===== src/rtl/ohc_pkg.sv =====
// Shared one-hot residue helpers for the RNS channel datapath.
// Functions work on a 64-bit one-hot vector; callers size-cast results.
package ohc_pkg;

   localparam int OHC_DEFAULT_M = 7;
   localparam int OHC_MAX_M     = 64;
   localparam int OHC_MAX_W     = 6;

   typedef logic [OHC_MAX_M-1:0] ohc_t;
   typedef logic [OHC_MAX_W-1:0] idx_t;

   // Modular add of two one-hot codes: cyclic left rotation of base by x.
   function automatic ohc_t ohc_rotl(
      input ohc_t base,
      input ohc_t x,
      input int   m
   );
      ohc_t r;
      idx_t k;
      r = '0;
      for (int j = 0; j < OHC_MAX_M; j++) begin
         for (int i = 0; i < OHC_MAX_M; i++) begin
            if (j < m && i < m) begin
               k    = idx_t'((j - i + m) % m);
               r[j] = r[j] | (base[i] & x[k]);
            end
         end
      end
      return r;
   endfunction

   function automatic idx_t ohc_to_bin(input ohc_t o);
      idx_t r;
      r = '0;
      for (int k = 0; k < OHC_MAX_M; k++) begin
         if (o[k]) r = r | idx_t'(k);
      end
      return r;
   endfunction

endpackage


===== src/rtl/ohc_mod_accumulator_bin_to_ohc.sv =====
// bin_to_ohc: combinational W-bit residue to M-bit one-hot converter.
// The range comparator exists only when OHC_ERR_CHECK_EN is defined.
module bin_to_ohc
   import ohc_pkg::*;
#(
   parameter  int M = OHC_DEFAULT_M,
   localparam int W = $clog2(M)
) (
   input  logic [W-1:0] bin,
   output logic [M-1:0] ohc,
   output logic         illegal
);

   // Out-of-range codes match no bit and yield an all-zero vector.
   always_comb begin
      ohc = '0;
      for (int k = 0; k < M; k++) begin
         ohc[k] = (32'(bin) == k);
      end
   end

`ifdef OHC_ERR_CHECK_EN
   assign illegal = (32'(bin) >= M);
`else
   assign illegal = 1'b0;
`endif

endmodule


===== src/rtl/ohc_mod_accumulator.sv =====
// Two-stage one-hot modulo-M residue accumulator with valid/ready flow.
// Define OHC_ERR_CHECK_EN to flag and skip beats with in_bin >= M.
module ohc_mod_accumulator
   import ohc_pkg::*;
#(
   parameter  int M = OHC_DEFAULT_M,
   localparam int W = $clog2(M)
) (
   input  logic         clk,
   input  logic         rst_n,
   input  logic         in_valid,
   output logic         in_ready,
   input  logic [W-1:0] in_bin,
   input  logic         in_clr,
   output logic         out_valid,
   input  logic         out_ready,
   output logic [M-1:0] out_ohc,
   output logic [W-1:0] out_bin,
   output logic         out_err
);

   localparam logic [M-1:0] OHC_ZERO = M'(1);

   logic [M-1:0] x;
   logic         ill;

   logic         s1_valid;
   logic         s1_clr;
   logic         s1_ill;
   logic [M-1:0] s1_x;

   logic         s2_valid;
   logic [M-1:0] acc;
   logic [W-1:0] bin_q;
   logic         err_q;

   logic         s1_adv;
   logic         s2_adv;
   logic [M-1:0] base;
   logic [M-1:0] sum;
   logic [M-1:0] acc_nxt;

   bin_to_ohc #(.M(M)) u_conv (
      .bin     (in_bin),
      .ohc     (x),
      .illegal (ill)
   );

   assign s2_adv   = !s2_valid | out_ready;
   assign s1_adv   = !s1_valid | s2_adv;
   assign in_ready = s1_adv;

   // An illegal beat keeps the running sum and ignores its clear.
   always_comb begin
      base    = s1_clr ? OHC_ZERO : acc;
      sum     = M'(ohc_rotl(ohc_t'(base), ohc_t'(s1_x), M));
      acc_nxt = s1_ill ? acc : sum;
   end

   always_ff @(posedge clk or negedge rst_n) begin
      if (!rst_n) begin
         s1_valid <= 1'b0;
         s1_x     <= '0;
         s1_clr   <= 1'b0;
         s1_ill   <= 1'b0;
      end else if (s1_adv) begin
         s1_valid <= in_valid;
         if (in_valid) begin
            s1_x   <= x;
            s1_clr <= in_clr;
            s1_ill <= ill;
         end
      end
   end

   always_ff @(posedge clk or negedge rst_n) begin
      if (!rst_n) begin
         s2_valid <= 1'b0;
         acc      <= OHC_ZERO;
         bin_q    <= '0;
         err_q    <= 1'b0;
      end else begin
         if (s2_adv) s2_valid <= s1_valid;
         if (s1_valid & s2_adv) begin
            acc   <= acc_nxt;
            bin_q <= W'(ohc_to_bin(ohc_t'(acc_nxt)));
            err_q <= s1_ill;
         end
      end
   end

   assign out_valid = s2_valid;
   assign out_ohc   = acc;
   assign out_bin   = bin_q;
   assign out_err   = err_q;

endmodule


===== config.mk =====
export PLATFORM = sky130hd
export DESIGN_NAME = ohc_mod_accumulator
export DESIGN_NICKNAME = d
export VERILOG_FILES = /design/src/rtl/ohc_pkg.sv /design/src/rtl/ohc_mod_accumulator_bin_to_ohc.sv /design/src/rtl/ohc_mod_accumulator.sv
export SDC_FILE = /design/constraint.sdc
export NUM_CORES = 1
export LEC_CHECK = 0
export ABC_AREA = 1
export ABC_CLOCK_PERIOD_IN_PS = 3500
export BUFFER_PORTS_ARGS = -buffer_cell sky130_fd_sc_hd__buf_2
export CAP_MARGIN = 0
export CORE_UTILIZATION = 30
export CTS_CLUSTER_DIAMETER = 30
export DETAILED_ROUTE_END_ITERATION = 16
export GPL_ROUTABILITY_DRIVEN = 0
export HOLD_SLACK_MARGIN = 0.12
export PLACE_DENSITY = 0.59
export SYNTH_ARGS = -nofsm -noshare
export SYNTH_HDL_FRONTEND = slang
export SYNTH_SLANG_ARGS = --single-unit --ignore-timing --ignore-initial --compat-mode --unroll-limit 50000

===== constraint.sdc =====
create_clock -name clk -period 3.5 [get_ports clk]
set_clock_uncertainty 0.2 [all_clocks]
set_input_delay 0.525 -clock clk [delete_from_list [all_inputs] [get_ports clk]]
set_output_delay 0.525 -clock clk [all_outputs]
set_load 0.1 [all_outputs]

==> impl_metrics.csv <==
group,metric,value,unit
run_status,status,"finished, final reports clean",
clock_network,cts_buffers,3,
pwr,p_leak,0.7143,nW
hold_path,hold_class,"input port to flip-flop",
finish,drive_above_1_share,0.1275,
route,avgRoutedWirePerCell,12.69,um
route,dr.pass1.iters,4,
critical_path,crit_chain,"buf_2",
finish,syn_to_final_growth,12.09,%
critical_path,crit_path_top_delay_cell,"dfrtp_1",
route,ant_nets,0,
sta,report.final.hold_viol_count,0,
logic_synthesis,yosys_warnings,0,
sta,final.setup.worst_slack,1.495,ns
pwr,powerDensity,844.6,mW/mm^2
die,die_area,0.004472,sq mm
route,drt_iter0_drc,46,
critical_path,required,2.77,ns
clock_network,clock_latency,0.26,ns
critical_path,worst_setup_path_start_kind,"flip-flop",
die,core,0.004029,sq mm
clock_network,clk_pin_slew,0.07,ns
global_routing,grt.total_usage,0.1724,
sta,finalSetupTns,0,ns
die,pin_count,21,
global_routing,met3_usage,0.02911,
logic_synthesis,synth_fp_nets,196,
global_routing,grt_use_met2,0.2551,
finish,multi_input_area,620.6,sq um
finish,nFillCells,471,
critical_path,cp_num_buf_inv,1,
sta,max_freq,0.4987,GHz
clock_network,clock_tree.buffer_depth,2,
clock_network,htreeDepth,1,
place,port_buffers,19,
finish,seqCellArea,501.7,sq um
place,hpwl,2.336,mm
die,die_h,66.87,um
die,rows,23,
global_routing,first_global_vias,1197,
global_routing,grt_max_degree,27,
route,totalWireLength,3.222,mm
sta,fin_crit_sh,0.5729,
critical_path,crit_type,"flip-flop to output port",
critical_path,crit_arrival,1.28,ns
clock_network,cts_tree,"yes",
logic_synthesis,ys_seq_area_frac,0.3974,
place,pre_cts_ws,1.602,ns
sta,fin_crit,2.005,ns
run,cap_viol_max_count,0,
finish,nets,213,
sta,finalSetupViolCount,0,
sta,slew_viol_final,0,
route,vias,1225,
logic_synthesis,synth_cells,188,
pwr,ir_drop,486.1,uV
global_routing,antenna_found_initial,0,
die,initial_utilization,0.3134,
critical_path,path_delay_family,"flip-flops",
die,die_w,66.87,um
clock_network,clock-root-buffer,"clkbuf_8",
logic_synthesis,avgSynthCellArea,6.715,sq um
logic_synthesis,ys_types,21,
clock_network,cts-resized-gates,0,
critical_path,endpoint_kind,"output port",
global_routing,overflow,0,
clock_network,cts.sinks,20,
logic_synthesis,ys_ff_latch,20,
finish,diodes,0,
critical_path,crit_fanout,9,
logic_synthesis,synth_area,0.001262,sq mm
route,vias_per_cell,4.823,
clock_network,cts_setup_buffers,0,
global_routing,met1_usage,0.2384,
sta,rsz0062_at_grt,"false",
route,route.detailed.drc,0,
global_routing,grt_pass1_wl,5.630,mm
global_routing,grt-busiest-layer,"met2",
critical_path,critPathMaxStageDelay,0.52,ns
-- through the flow --
stage	utilization	cell area (sq um)	instances	hold WS (ns)	total power [mW]
floorplan	-	1262	188	0.02941	0.9290
global placement	0.3376	1360	249	0.3003	1.045
detailed placement	0.3376	1360	249	0.3023	1.043
CTS	0.3512	1415	254	0.2640	1.206
global route	0.3512	1415	254	0.2964	1.268
finish	0.3512	1415	254	0.2670	1.195
-- cells in the mapped netlist --
master	instances	area, sq um
o21ai_1	1	5.000
nand4_1	7	43.79
buf_4	1	7.510
nor2_1	34	127.6
inv_1	19	71.32
nand3_2	2	20.02
a21oi_1	3	15.01
conb_1	1	3.750
a22oi_1	1	7.510
o22ai_1	2	12.51
a21boi_1	1	7.510
o21ai_0	15	75.07
buf_6	3	33.78
nand3_1	19	95.09
nand2_1	53	198.9
dfrtp_1	19	475.5
o41ai_1	1	8.760
inv_6	1	8.760
clkbuf_1	1	3.750
dfstp_2	1	26.28
buf_2	3	15.01
-- power by group --
part           internal [mW]  total [mW]  switching, mW
logic                  0.106       0.657          0.551
clock network         0.0811       0.156         0.0750
registers              0.294       0.382         0.0878
-- placed cells by master, fill, tap and decap left out, drive strengths merged --
cell | synthesis | layout
nand2 | 53 | 53
a21boi | 1 | 1
o41ai | 1 | 1
conb | 1 | 1
nand4 | 7 | 7
a21oi | 3 | 3
inv | 20 | 20
o22ai | 2 | 2
clkbuf | 1 | 4
nor2 | 34 | 34
nand3 | 21 | 21
buf | 7 | 19
o21ai | 16 | 16
dfstp | 1 | 1
dlygate4sd3 | 0 | 1
dfrtp | 19 | 19
a22oi | 1 | 1
-- cell type report --
type / instances / share of cell area
clock buffers: 4 / 0.03183
repair buffers: 20 / 0.07427
multi-input cells: 140 / 0.4385
inverters: 20 / 0.05659
flip-flops and latches: 20 / 0.3546
well taps: 50 / 0.04421
-- cell families after synthesis --
logic type | Yosys count | synth area share
and+or+nand+nor | 115 | 0.3845
other | 1 | 0.002970
DFF | 20 | 0.3974
AOI/OAI and AO/OA | 24 | 0.1041
buffers and inverters | 28 | 0.1110
-- metal layers --
layer / vias to the layer above / part of all wire
li1: 638 / -
met1: 548 / 0.50
met2: 32 / 0.42
met3: 7 / 0.060
met4: 0 / 0.022
met5: - / 0
-- state kept, by name, summed over array words and instances, names as in the netlist --
signal and flops:
out_bin 3, s1_x 7, out_ohc 7, s1_valid 1, s1_clr 1, out_valid 1
-- worst paths after layout --
kind	startpoint	to	slack, ns	cells after the start
max	out_ohc[1]$_DFFE_PN0P_	out_ohc[1]	1.49	1
min in group asynchronous	rst_n	out_bin[2]$_DFFE_PN0P_	0.54	2
max in group asynchronous	rst_n	out_ohc[0]$_DFFE_PN1P_	2.22	2
max reg2reg	s1_clr$_DFFE_PN0P_	out_bin[2]$_DFFE_PN0P_	1.80	7
min reg2reg	out_bin[0]$_DFFE_PN0P_	out_bin[0]$_DFFE_PN0P_	0.33	2
min	in_clr	s1_clr$_DFFE_PN0P_	0.27	3
-- what timing repair did --
item / in CTS / in global routing
endpoints found under the setup margin: 0 / 0
hold buffers: 1 / 0
endpoints found under the hold margin: 19 / 0
No activity file was read; power rests on OpenSTA's default activity.
